## config.mk

```make
export PLATFORM = sky130hd
export DESIGN_NAME = i2c_scl_bit_engine_flat
export DESIGN_NICKNAME = d
export VERILOG_FILES = /design/src/rtl/i2c_scl_bit_engine_if.sv /design/src/rtl/i2c_scl_bit_engine.sv /design/src/flat_wrapper.sv
export SDC_FILE = /design/constraint.sdc
export NUM_CORES = 1
export LEC_CHECK = 0
export CAP_MARGIN = 20
export CORE_UTILIZATION = 44
export DETAILED_ROUTE_END_ITERATION = 8
export SETUP_SLACK_MARGIN = 0.4
export SYNTH_ARGS = -nofsm -noshare
export SYNTH_HDL_FRONTEND = slang
export SYNTH_SLANG_ARGS = --single-unit
```

## constraint.sdc

```tcl
create_clock -name clk -period 4.2 [get_ports clk]
set_clock_uncertainty 0.15 [all_clocks]
set_input_delay 0.84 -clock clk [delete_from_list [all_inputs] [get_ports clk]]
set_output_delay 0.84 -clock clk [all_outputs]
set_load 0.1 [all_outputs]
```

## src/rtl/i2c_scl_bit_engine_if.sv

```systemverilog
// Command/status bundle between the byte-level I2C master FSM and the
// SCL bit engine. The master modport is the upstream FSM side.
interface i2c_scl_bit_engine_if #(
  parameter int CNT_W = 16
);
  logic [CNT_W-1:0] t_low;
  logic [CNT_W-1:0] t_high;
  logic             cmd_valid;
  logic [1:0]       cmd;
  logic             cmd_bit;
  logic             cmd_ready;
  logic             done;
  logic             err;
  logic             rx_bit;

  modport master (
    output t_low, t_high, cmd_valid, cmd, cmd_bit,
    input  cmd_ready, done, err, rx_bit
  );

  modport slave (
    input  t_low, t_high, cmd_valid, cmd, cmd_bit,
    output cmd_ready, done, err, rx_bit
  );
endinterface

```

## src/rtl/i2c_scl_bit_engine.sv

```systemverilog
// I2C master SCL/SDA bit engine: START, BIT, STOP, RSTART with clock stretch.
// Define I2C_SCL_STRETCH_TIMEOUT_EN to abort when a slave holds SCL low too long.
module i2c_scl_bit_engine #(
  parameter int CNT_W   = 16,
  parameter int SDA_DLY = 2,
  parameter int TIMEOUT = 4096
) (
  input  logic                  clk,
  input  logic                  reset,
  i2c_scl_bit_engine_if.slave   cif,
  input  logic                  scl_i,
  input  logic                  sda_i,
  output logic                  scl_oe,
  output logic                  sda_oe,
  output logic                  sda_tick,
  output logic                  bus_busy
);

  localparam logic [3:0] FREE      = 4'd0;
  localparam logic [3:0] ST_SU     = 4'd1;
  localparam logic [3:0] ST_HD     = 4'd2;
  localparam logic [3:0] HELD      = 4'd3;
  localparam logic [3:0] LOW       = 4'd4;
  localparam logic [3:0] HIGH_WAIT = 4'd5;
  localparam logic [3:0] HIGH      = 4'd6;
  localparam logic [3:0] P_SU      = 4'd7;
  localparam logic [3:0] P_BUF     = 4'd8;
  localparam logic [3:0] RS_SU     = 4'd9;
  localparam logic [3:0] RS_HD     = 4'd10;

  localparam logic [1:0] C_START  = 2'b00;
  localparam logic [1:0] C_BIT    = 2'b01;
  localparam logic [1:0] C_STOP   = 2'b10;
  localparam logic [1:0] C_RSTART = 2'b11;

`ifdef I2C_SCL_STRETCH_TIMEOUT_EN
  localparam bit TO_EN = 1'b1;
`else
  localparam bit TO_EN = 1'b0;
`endif
  localparam int TO_W = $clog2(TIMEOUT + 1);

  logic [3:0]       state;
  logic [CNT_W-1:0] cnt;
  logic [CNT_W-1:0] lim;
  logic [CNT_W-1:0] th_q;
  logic [CNT_W-1:0] elapsed;
  logic [CNT_W-1:0] tl_c;
  logic [CNT_W-1:0] th_c;
  logic [1:0]       cmd_q;
  logic             bit_q;
  logic             done_q;
  logic             err_q;
  logic             rx_q;
  logic             tick_q;
  logic             idle;
  logic             acc;
  logic             last;
  logic [TO_W-1:0]  to_cnt;
  logic             to_hit;

  function automatic logic [CNT_W-1:0] clamp2(
    input logic [CNT_W-1:0] v
  );
    return (v < CNT_W'(2)) ? CNT_W'(2) : v;
  endfunction

  // SDA level driven during the SCL-low phase of each command.
  function automatic logic low_sda(
    input logic [1:0] c,
    input logic       b
  );
    logic r;
    r = 1'b0;
    unique case (1'b1)
      (c == C_BIT):  r = ~b;
      (c == C_STOP): r = 1'b1;
      default:       r = 1'b0;
    endcase
    return r;
  endfunction

  assign idle          = (state == FREE) || (state == HELD);
  assign cif.cmd_ready = idle && !done_q;
  assign acc           = cif.cmd_valid && cif.cmd_ready;
  assign tl_c          = clamp2(cif.t_low);
  assign th_c          = clamp2(cif.t_high);
  assign elapsed       = lim - cnt;
  assign last          = (cnt == '0);
  assign cif.done      = done_q;
  assign cif.err       = err_q;
  assign cif.rx_bit    = rx_q;
  assign sda_tick      = tick_q;

  // Stretch watchdog; folded away when the timeout feature is off.
  assign to_hit = TO_EN && !scl_i &&
                  (to_cnt == TO_W'(TIMEOUT - 1));

  always_ff @(posedge clk or posedge reset) begin
    if (reset) begin
      to_cnt <= '0;
    end else if (state == HIGH_WAIT && !scl_i) begin
      to_cnt <= to_cnt + 1'b1;
    end else begin
      to_cnt <= '0;
    end
  end

  always_ff @(posedge clk or posedge reset) begin
    if (reset) begin
      state    <= FREE;
      cnt      <= '0;
      lim      <= '0;
      th_q     <= '0;
      cmd_q    <= C_START;
      bit_q    <= 1'b0;
      done_q   <= 1'b0;
      err_q    <= 1'b0;
      rx_q     <= 1'b0;
      tick_q   <= 1'b0;
      scl_oe   <= 1'b0;
      sda_oe   <= 1'b0;
      bus_busy <= 1'b0;
    end else begin
      done_q <= 1'b0;
      err_q  <= 1'b0;
      tick_q <= 1'b0;
      if (!last) cnt <= cnt - 1'b1;
      case (state)
        FREE: if (acc) begin
          if (cif.cmd == C_START) begin
            cmd_q    <= cif.cmd;
            bit_q    <= cif.cmd_bit;
            th_q     <= th_c;
            cnt      <= th_c - 1'b1;
            lim      <= th_c - 1'b1;
            bus_busy <= 1'b1;
            state    <= ST_SU;
          end else begin
            done_q <= 1'b1;
            err_q  <= 1'b1;
          end
        end
        ST_SU: if (last) begin
          sda_oe <= 1'b1;
          cnt    <= th_q - 1'b1;
          lim    <= th_q - 1'b1;
          state  <= ST_HD;
        end
        ST_HD: if (last) begin
          scl_oe <= 1'b1;
          done_q <= 1'b1;
          state  <= HELD;
        end
        HELD: if (acc) begin
          if (cif.cmd == C_START) begin
            done_q <= 1'b1;
            err_q  <= 1'b1;
          end else begin
            cmd_q <= cif.cmd;
            bit_q <= cif.cmd_bit;
            th_q  <= th_c;
            cnt   <= tl_c - 1'b1;
            lim   <= tl_c - 1'b1;
            state <= LOW;
            if (SDA_DLY == 0) begin
              tick_q <= 1'b1;
              sda_oe <= low_sda(cif.cmd, cif.cmd_bit);
            end
          end
        end
        LOW: begin
          // Registered one cycle early so tick and SDA appear at SDA_DLY.
          if (SDA_DLY != 0 &&
              elapsed == CNT_W'(SDA_DLY - 1)) begin
            tick_q <= 1'b1;
            sda_oe <= low_sda(cmd_q, bit_q);
          end
          if (last) begin
            scl_oe <= 1'b0;
            state  <= HIGH_WAIT;
          end
        end
        HIGH_WAIT: begin
          if (scl_i) begin
            cnt   <= th_q - 1'b1;
            lim   <= th_q - 1'b1;
            state <= HIGH;
          end else if (to_hit) begin
            scl_oe   <= 1'b0;
            sda_oe   <= 1'b0;
            bus_busy <= 1'b0;
            done_q   <= 1'b1;
            err_q    <= 1'b1;
            state    <= FREE;
          end
        end
        HIGH: begin
          if (cmd_q == C_BIT && elapsed == (th_q >> 1))
            rx_q <= sda_i;
          if (last) begin
            unique case (1'b1)
              (cmd_q == C_STOP): begin
                sda_oe <= 1'b0;
                state  <= P_SU;
              end
              (cmd_q == C_RSTART): state <= RS_SU;
              default: begin
                scl_oe <= 1'b1;
                done_q <= 1'b1;
                state  <= HELD;
              end
            endcase
          end
        end
        P_SU: begin
          cnt   <= th_q - 1'b1;
          lim   <= th_q - 1'b1;
          state <= P_BUF;
        end
        P_BUF: if (last) begin
          bus_busy <= 1'b0;
          done_q   <= 1'b1;
          state    <= FREE;
        end
        RS_SU: begin
          sda_oe <= 1'b1;
          cnt    <= th_q - 1'b1;
          lim    <= th_q - 1'b1;
          state  <= RS_HD;
        end
        RS_HD: if (last) begin
          scl_oe <= 1'b1;
          done_q <= 1'b1;
          state  <= HELD;
        end
        default: state <= FREE;
      endcase
    end
  end

endmodule

```

## src/flat_wrapper.sv

```systemverilog
// flat-port wrapper written by rule: the top's interface ports become plain ports
module i2c_scl_bit_engine_flat 
#(
  parameter int CNT_W   = 16,
  parameter int SDA_DLY = 2,
  parameter int TIMEOUT = 4096
)
  (clk, reset, scl_i, sda_i, scl_oe, sda_oe, sda_tick, bus_busy, cif_t_low, cif_t_high, cif_cmd_valid, cif_cmd, cif_cmd_bit, cif_cmd_ready, cif_done, cif_err, cif_rx_bit);
  i2c_scl_bit_engine_if #(.CNT_W(CNT_W)) cif_i ();
  input  logic clk;
  input  logic reset;
  input  logic scl_i;
  input  logic sda_i;
  output logic scl_oe;
  output logic sda_oe;
  output logic sda_tick;
  output logic bus_busy;
  input wire logic [$bits(cif_i.t_low)-1:0] cif_t_low;
  input wire logic [$bits(cif_i.t_high)-1:0] cif_t_high;
  input wire logic [$bits(cif_i.cmd_valid)-1:0] cif_cmd_valid;
  input wire logic [$bits(cif_i.cmd)-1:0] cif_cmd;
  input wire logic [$bits(cif_i.cmd_bit)-1:0] cif_cmd_bit;
  output wire logic [$bits(cif_i.cmd_ready)-1:0] cif_cmd_ready;
  output wire logic [$bits(cif_i.done)-1:0] cif_done;
  output wire logic [$bits(cif_i.err)-1:0] cif_err;
  output wire logic [$bits(cif_i.rx_bit)-1:0] cif_rx_bit;
  assign cif_i.t_low = cif_t_low;
  assign cif_i.t_high = cif_t_high;
  assign cif_i.cmd_valid = cif_cmd_valid;
  assign cif_i.cmd = cif_cmd;
  assign cif_i.cmd_bit = cif_cmd_bit;
  assign cif_cmd_ready = cif_i.cmd_ready;
  assign cif_done = cif_i.done;
  assign cif_err = cif_i.err;
  assign cif_rx_bit = cif_i.rx_bit;
  i2c_scl_bit_engine #(.CNT_W(CNT_W), .SDA_DLY(SDA_DLY), .TIMEOUT(TIMEOUT)) u_core (.clk(clk), .reset(reset), .cif(cif_i), .scl_i(scl_i), .sda_i(sda_i), .scl_oe(scl_oe), .sda_oe(sda_oe), .sda_tick(sda_tick), .bus_busy(bus_busy));
endmodule
```

==> impl_metrics.tcl, run 1 <==
set metrics [dict create \
    drc 0 \
    total_power_mw 1.50 \
    rr_startpoint "u_core.lim[0]" \
    grt_pass1_vias 5605 \
    muxShareOfSynthArea_pct 3.33 \
    powerDensity_nw_per_um2 216 \
    yosys_most_used_dff "dfrtp_1" \
    drv_slew 0 \
    cts_tree "done" \
    post-route-period-util_pct 89.0 \
    fillers 1155 \
    layout_common_cells "dfrtp_1, nor2_1, nand2_1" \
    ir_drop_mv 0.317 \
    area_growth_pct 23.3 \
    async_flop_share_pct 100 \
    die_w_um 115 \
    hp-start "u_core.bus_busy" \
    synth-adder-area-share_pct 5.91 \
    synthesis.nets 749 \
    synth_top_family_by_area "simple AND/OR/NAND/NOR gates" \
    dieArea_um2 13300 \
    antenna_found_initial 0 \
    path_clk_slew_ns 0.06 \
    hold_depth 2 \
    port_buffers 47 \
    synthXorXnorAreaFrac_pct 12.0 \
    outcome "finished clean" \
    coreArea_um2 12300 \
    rsz0062_at_grt "true" \
    row_count 40 \
    synth_cells 683 \
    start_util_pct 46.0 \
    critPathKind "primary input to register" \
    fin_nets 818 \
    pre_cts_ws_ns -0.254 \
    required_ns 4.29 \
    crit_fanout 4 \
    root_buffer "clkbuf_16" \
    min_to "u_core.bus_busy" \
    syn_avg_cell_area_um2 8.25 \
    r2r_cells 13 \
    dr.pass1.iters 5 \
    cp-start-kind "primary input" \
    min_path_type "register to register" \
    clockBufferDepth 2 \
    post-route-util_pct 56.7 \
    worstPathArrival_ns 3.83 \
    wl_per_cell_um 20.2 \
    yosys.area.top_type "dfrtp_1" \
    final_cell_area_um2 6950 \
    synth-seq-cells 62 \
    grt_max_degree 63 \
    cts_hold_buf 0 \
    place_congestion 0.926 \
    period_needed_ns 3.74 \
    synthSimpleGateAreaFrac_pct 23.5 \
    max_freq_ghz 0.268 \
    worst_pin_slew_ns 0.972 \
    io_pins 48 \
    reg2reg_to "u_core.cif.rx_bit" \
    synth_edf_count 0 \
    synthDistinctLibCells 78 \
    synth_area_leaders "dfrtp_1, xnor2_1, ha_1, xor2_1, nor2_1" \
    cts_buffers 9 \
    h-tree-depth 3 \
    hold_viol_final 0 \
    setup.worst_path.end_class "register" \
    vias_per_cell 6.09 \
    setup_ws_ns 0.463 \
    insertion_delay_ns 0.35 \
    diodes 0 \
    dp_hpwl_mm 14.4 \
    place_area_um2 6520 \
    whs_ns 0.347 \
    synth-compound-area-share_pct 23.2 \
    p_leak_nw 3.02 \
    drt_iter0_markers 462 \
    synthDominantCellAreaShare_pct 27.5 \
    slew_headroom_pct 35.0 \
    grt_use_total_pct 30.1 \
    netlist_area_um2 5640 \
    maxCapViolations 0 \
    yosysWarnings 0 \
    setup_viol 0 \
    dieHeight_um 115 \
    final_common_cell "dfrtp_1" \
    layout-drive-gt1-share_pct 16.3 \
    overflow 0 \
    vias 5628 \
    clock_sinks 62 \
    grt_pass1_wl_mm 29.8 \
    synth_seq_area_share_pct 27.5 \
    wirelength_mm 18.7 \
    ant_nets 0 \
    r2r_slack_ns 0.54 \
]
## cells by family after synthesis
family,after synthesis
AND/OR/NAND/NOR,251
AO/OA/AOI/OAI,187
XOR/XNOR,73
buffers and inverters,67
flip-flops,62
adder cells (fa/ha/maj),26
multiplexers,17
## cell usage after synthesis, drive strengths merged, types with 4 or more instances
master	number
a211oi	10
a21boi	8
a21o	13
a21oi	36
a31oi	6
and3	6
buf	9
clkbuf	24
dfrtp	62
ha	25
inv	34
mux2	14
nand2	55
nand2b	8
nand3	19
nand4	11
nor2	60
nor2b	6
nor3	22
nor4	15
o211ai	8
o21a	14
o21ai	28
o221ai	4
o22a	4
o22ai	12
o311ai	4
o31ai	6
or2	6
or3	13
or4	8
xnor2	41
xor2	30
## state kept, by name (all words and copies together) (netlist names), 2 cells and up
signal and flops:
u_core.state 4, u_core.th_q 16, u_core.cmd_q 2, u_core.cnt 16
u_core.lim 16
## stage by stage
stage | TNS, ns | std cells
after floorplan | 0 | 683
after global placement | -0.437 | 907
after detailed placement | -1.26 | 907
after CTS | 0 | 924
after global routing | 0 | 924
final | 0 | 924
## how the worst max path moves through the flow
| stage | cells past startpoint | endpoint | from |
|---|---|---|---|
| 2_1_floorplan | 11 | u_core.lim[14] | cif_t_high[10] |
| 6_report | 12 | u_core.lim[14] | cif_t_high[8] |
| 4_1_cts | 12 | u_core.lim[14] | cif_t_high[8] |
| 3_3_place_gp | 12 | u_core.lim[14] | cif_t_high[10] |
| 5_1_grt | 12 | u_core.cnt[8] | cif_t_low[6] |
| 3_5_place_dp | 12 | u_core.lim[12] | cif_t_high[10] |
## where the power goes
part,switching (mW),internal [mW]
registers,0,0.598
logic,0.0598,0.0590
clock network,0.279,0.503
## cell type report
type / count / area, µm² / share of cell area [%]
clock inverter: 3 / 42.5 / 0.612
clock buffer: 12 / 267 / 3.84
sequential: 62 / 1550 / 22.3
inverter: 34 / 128 / 1.84
multi-input combinational: 554 / 3970 / 57.1
tap: 168 / 210 / 3.03
timing repair buffer: 91 / 783 / 11.3
## worst max-delay path, stage by stage
cell     delay, ns
buf_2         0.10
or4_4         0.56
or4_4         0.50
or4b_4        0.53
nand2_4       0.10
ha_4          0.17
nand2_2       0.07
or3_4         0.38
xnor2_2       0.15
a22oi_2       0.16
o31ai_2       0.10
a21o_1        0.16
## repair_timing
action / in CTS / in global routing
pin swaps: 8 / 4
resized for setup: 26 / 13
endpoints found under the hold margin: 0 / 0
buffers inserted: 2 / 0
setup endpoints to repair: 13 / 11
## routing by layer
metal  vias up  wire length (µm)  track usage [%]
met2       225              8630             48.0
met4         0               566             10.8
met3        43              1220             6.48
li1       2651                 -                -
met1      2709              8260             40.1
met5         -                 0                0
(Power assumes the default switching activity.)
==> inputs of run 2 (changes only) <==
Settings changed: CTS_CLUSTER_SIZE from default to 25, PLACE_DENSITY from default to 0.66.
Clock period 4.2 ns to 3.1 ns, I/O delays scaled along.
==> impl_metrics.tcl, run 2 (synthesized netlist as in run 1, its figures left out) <==
set metrics [dict create \
    row_count 40 \
    port_buffers 47 \
    r2r_slack_ns -0.45 \
    place_congestion 0.990 \
    antenna_found_initial 0 \
    powerDensity_nw_per_um2 235 \
    dieHeight_um 115 \
    cp-start-kind "register" \
    dieArea_um2 13300 \
    setup_viol 17 \
    tns_ns -4.16 \
    multiInputGateArea_um2 4370 \
    dp_hpwl_mm 15.7 \
    period_needed_ns 3.55 \
    dr.pass1.iters 5 \
    required_ns 3.17 \
    fin_nets 948 \
    vias 6197 \
    min_to "u_core.lim[13]" \
    coreArea_um2 12300 \
    cts_buffers 9 \
    die_w_um 115 \
    clockBufferDepth 2 \
    post-route-period-util_pct 114 \
    p_leak_nw 3.87 \
    crit_fanout 3 \
    ant_nets 0 \
    r2r_cells 13 \
    start_util_pct 46.0 \
    drc 0 \
    area_growth_pct 48.4 \
    outcome "complete, but fails checks" \
    overflow 0 \
    grt_use_total_pct 31.9 \
    io_pins 48 \
    drt_iter0_markers 459 \
    hold_depth 2 \
    root_buffer "clkbuf_16" \
    h-tree-depth 3 \
    final_cell_area_um2 8370 \
    maxCapViolations 0 \
    violations "setup timing" \
    post-route-util_pct 68.2 \
    ir_drop_mv 0.262 \
    cts_tree "done" \
    cts_hold_buf 0 \
    reg_top3 "u_core.cnt: 16 flops, u_core.lim: 16 flops, u_core.th_q: 16 flops" \
    worstPathArrival_ns 3.62 \
    pre_cts_ws_ns -0.983 \
    drv_slew 0 \
    insertion_delay_ns 0.34 \
    grt_pass1_vias 6102 \
    diodes 0 \
    hp-start "u_core.lim[13]" \
    fillers 951 \
    vias_per_cell 5.87 \
    slew_headroom_pct 48.4 \
    grt_pass1_wl_mm 31.9 \
    max_freq_ghz 0.282 \
    layout-drive-gt1-share_pct 35.5 \
    layout_common_cells "buf_4, dfrtp_1, nor2_1" \
    wirelength_mm 20.4 \
    place_area_um2 7480 \
    path_clk_slew_ns 0.06 \
    reg2reg_to "u_core.cif.rx_bit" \
    clock_sinks 62 \
    min_path_type "register to register" \
    setup_ws_ns -0.447 \
    worst_pin_slew_ns 0.772 \
    rr_startpoint "u_core.cnt[0]" \
    wl_per_cell_um 19.3 \
    critPathKind "register to register" \
    grt_max_degree 38 \
    total_power_mw 1.97 \
    hold_viol_final 0 \
    final_common_cell "buf_4" \
    regArea_um2 1550 \
    setup.worst_path.end_class "register" \
    rsz0062_at_grt "true" \
]
[run 2: changes by cell type in the layout (fill, tap and decap cells not counted), sizes merged]
| cell | delta |
|---|---|
| clkdlybuf4s50 | -15 |
| bufinv | -1 |
| dlymetal6s2s | +2 |
| clkinv | +2 |
| buf | +137 |
| dlygate4sd2 | +6 |
[run 2: how the worst max path moves through the flow]
stage	from	cells after the start	slack (ns)	end
floorplan	cif_t_high[10]	10	-0.41	u_core.cnt[4]
global placement	cif_t_high[10]	12	-0.91	u_core.lim[14]
detailed placement	cif_t_high[10]	12	-0.98	u_core.lim[12]
CTS	cif_t_high[7]	12	-0.46	u_core.lim[14]
global route	u_core.lim[0]	14	-0.59	u_core.cif.rx_bit
finish	u_core.cnt[0]	13	-0.45	u_core.cif.rx_bit
[run 2: worst max-delay path, cell delays in order, from the launching register on]
cell and delay (ns):
dfrtp_1 0.43, ha_4 0.16, inv_2 0.03, fa_2 0.56, nand2b_1 0.11, nand4_1 0.16, a2111oi_2 0.25, buf_4 0.17
o2111ai_2 0.11, nor4b_2 0.31, buf_4 0.17, nand4_1 0.18, nor4_2 0.28, mux2_2 0.36
[run 2: where the power goes]
group / internal (mW) / total [mW] / switching, mW
Combinational: 0.114 / 0.216 / 0.102
Clock: 0.559 / 0.943 / 0.384
Sequential: 0.810 / 0.810 / 0
Total: 1.48 / 1.97 / 0.486
[run 2: final cells by class]
| class | instances | share of cell area (%) |
|---|---|---|
| timing repair buffer | 221 | 22.0 |
| tap | 168 | 2.51 |
| inverter | 34 | 1.53 |
| clock buffer | 12 | 2.95 |
| multi-input combinational | 554 | 52.2 |
| sequential | 62 | 18.6 |
| clock inverter | 4 | 0.269 |
[run 2: stage by stage]
step	hold slack, ns	instances
6_report	0.344	1055
5_1_grt	0.372	1055
4_1_cts	0.343	1051
3_5_place_dp	0.337	1024
3_3_place_gp	0.331	1024
2_1_floorplan	0.302	683
[run 2: repair_timing]
item,CTS,global route
pin swaps,49,24
endpoints found under the setup margin,43,40
gates resized for setup,104,28
buffers inserted,11,4
[run 2: layer usage]
| layer | vias up | wire length (µm) | track usage (%) |
|---|---|---|---|
| li1 | 2921 | - | - |
| met1 | 2969 | 8640 | 41.7 |
| met2 | 260 | 9520 | 52.5 |
| met3 | 47 | 1530 | 5.43 |
| met4 | 0 | 658 | 12.5 |
| met5 | - | 0 | 0 |
==> inputs of run 3 (changes only) <==
Settings changed: ABC_AREA from default to 1.
==> impl_metrics.tcl, run 3 <==
set metrics [dict create \
    outcome "finished clean" \
    maxCapViolations 0 \
    synth-seq-cells 62 \
    total_power_mw 8.21 \
    dr_wl_met2_mm 8.48 \
    top_layer_used "met4" \
    yosysWarnings 0 \
    powerDensity_nw_per_um2 1070 \
    synth_cells 927 \
    coreArea_um2 12700 \
    dieArea_um2 13600 \
    start_util_pct 45.5 \
    drt_iter0_markers 506 \
    post-route-util_pct 60.6 \
    insertion_delay_ns 0.35 \
    wirelength_mm 19.7 \
    row_count 41 \
    fillers 1230 \
    regArea_um2 1560 \
    syn_avg_cell_area_um2 6.21 \
    synth_edf_count 0 \
    place_congestion 0.936 \
    dr_wl_met3_mm 1.35 \
    crit_fanout 2 \
    post-place-cells 1198 \
    clockBufferDepth 2 \
    netlist_area_um2 5760 \
    layout_common_cells "nand2_1, inv_1, nor2_1" \
    crit_top_cell "nor2_1" \
    reg_top3 "u_core.cnt: 16 flops, u_core.lim: 16 flops, u_core.th_q: 16 flops" \
    clock_sinks 62 \
    worst_pin_slew_ns 0.626 \
    worstPathArrival_ns 2.80 \
    cp-start-kind "register" \
    synthesis.nets 993 \
    synth_area_leaders "dfrtp_1, nand2_1, inv_1, nor2_1, nand3_1" \
    multiInputGateArea_um2 3940 \
    path_cells "inv_2 > ha_4 > inv_4 > fa_2 > inv_2 > nand2_2 > nand2_2 > nor2_2 > nand2_1 > nor2_1 > nand3_1 > nor2_1 > nand2_1 > nor2_2 > nand3_2 > nor3_2 > nor2_1" \
    cts_buffers 9 \
    period_needed_ns 2.71 \
    dieHeight_um 116 \
    synth.top_cells.by_count "nand2_1, inv_1, nor2_1" \
    drv_slew 0 \
    vias 6526 \
    setup.worst_path.end_class "register" \
    grt_max_degree 63 \
    fin_nets 1122 \
    ant_nets 0 \
    hp-start "u_core.sda_oe" \
    dr.pass1.iters 6 \
    antenna_found_initial 0 \
    path_clk_slew_ns 0.06 \
    final_cell_area_um2 7680 \
    critPathKind "register to register" \
    critical_path.max_stage_delay_ns 0.56 \
    final_common_cell "nand2_1" \
    overflow 0 \
    layout-drive-gt1-share_pct 19.4 \
    die_w_um 116 \
    grt_pass1_vias 5811 \
    required_ns 3.19 \
    slew_headroom_pct 57.8 \
    post-route-period-util_pct 87.5 \
    place_area_um2 6840 \
    rsz0062_at_grt "true" \
    min_path_type "register to register" \
    cts_tree "done" \
    diodes 0 \
    yosys.area.top_type "dfrtp_1" \
    dp_hpwl_mm 15.3 \
    port_buffers 47 \
    p_leak_nw 4.10 \
    setup_viol 0 \
    grt_pass1_wl_mm 30.3 \
    drc 0 \
    ir_drop_mv 0.610 \
    grt_use_total_pct 29.9 \
    crit_start "u_core.lim[0]" \
    synthDistinctLibCells 45 \
    cpMaxStageDelayCell "fa_2" \
    rr_startpoint "u_core.lim[0]" \
    h-tree-depth 3 \
    area_growth_pct 33.3 \
    final_cells 1233 \
    io_pins 48 \
    yosysMostFrequentCell "nand2_1" \
    max_freq_ghz 0.369 \
    root_buffer "clkbuf_16" \
    async_flop_share_pct 100 \
    yosys_most_used_dff "dfrtp_1" \
    vias_per_cell 5.29 \
    synthDominantCellAreaShare_pct 26.9 \
    wl_per_cell_um 15.9 \
    drt-met1-wl_mm 9.16 \
    synth_seq_area_share_pct 26.9 \
    hold_viol_final 0 \
]
run 3: changes by cell type in the layout (fill, tap and decap cells not counted), moves of 18 or more:
| cell | previous run | this run |
|---|---|---|
| buf_4 | 166 | 84 |
| inv_1 | 31 | 124 |
| o21ai_0 | 25 | 48 |
| clkdlybuf4s50_1 | 27 | 9 |
| nand3_1 | 19 | 81 |
| dlymetal6s2s_1 | 2 | 27 |
| nand2_1 | 45 | 251 |
| nor2_1 | 59 | 103 |
| xnor2_1 | 38 | 5 |
run 3: final cells by class:
type / count / area share, %
Clock buffer: 11 / 3.29
Timing Repair Buffer: 125 / 14.5
Inverter: 143 / 7.02
Clock inverter: 5 / 0.750
Sequential cell: 62 / 20.3
Multi-Input combinational cell: 715 / 51.4
Tap cell: 172 / 2.80
run 3: logic make-up (layout without fill, tap and decap cells):
kind of cell / Yosys count / after routing / share of synthesized area, %
AOI/OAI and AO/OA: 108 / 108 / 10.9
DFF: 62 / 62 / 26.9
adders and majority gates: 26 / 26 / 5.78
buffers and inverters: 150 / 284 / 10.1
and+or+nand+nor: 542 / 542 / 40.4
xor gates and xnor gates: 39 / 39 / 5.93
run 3: stage by stage:
| step | worst slack, ns | hold WS (ns) | TNS, ns |
|---|---|---|---|
| floorplan | 0.453 | 0.305 | 0 |
| global placement | -0.0776 | 0.311 | -0.154 |
| detailed placement | -0.157 | 0.323 | -0.614 |
| CTS | 0.395 | 0.335 | 0 |
| global route | 0.249 | 0.353 | 0 |
| finish | 0.389 | 0.330 | 0 |
run 3: timing repair:
item                                    4_1_cts  5_1_grt
endpoints found under the setup margin       13       19
buffers inserted                             10        9
endpoints found under the hold margin         0        0
pin swaps                                    18       52
hold buffers                                  0        0
gates resized for setup                      25      103
run 3: metal layers:
layer,GRT usage [%],up-vias
li1,-,3247
met1,43.0,2970
met2,43.2,266
met3,5.09,43
met4,14.0,0
met5,0,-
run 3: worst paths after layout:
check | to | slack (ns) | cells past startpoint
worst max-delay path | u_core.cif.rx_bit | 0.39 | 17
worst min-delay path | u_core.sda_oe | 0.33 | 2
worst max register to register | u_core.cif.rx_bit | 0.39 | 17
worst min register to register | u_core.sda_oe | 0.33 | 2
max in group asynchronous | u_core.cnt[8] | 1.95 | 3
min in group asynchronous | u_core.th_q[11] | 0.50 | 3
run 3: where the power goes:
group / total, mW / switching (mW) / internal [mW]
combinational: 5.57 / 3.65 / 1.92
sequential: 1.57 / 0.413 / 1.16
clock: 1.07 / 0.406 / 0.665
total: 8.21 / 4.47 / 3.74
run 3: critical path, delay by kind of cell (launching register included):
kind | cells | cell delay, ns
simple gates | 12 | 1.18
fa+ha+maj | 2 | 0.71
flops | 1 | 0.39
buf+inv | 3 | 0.18
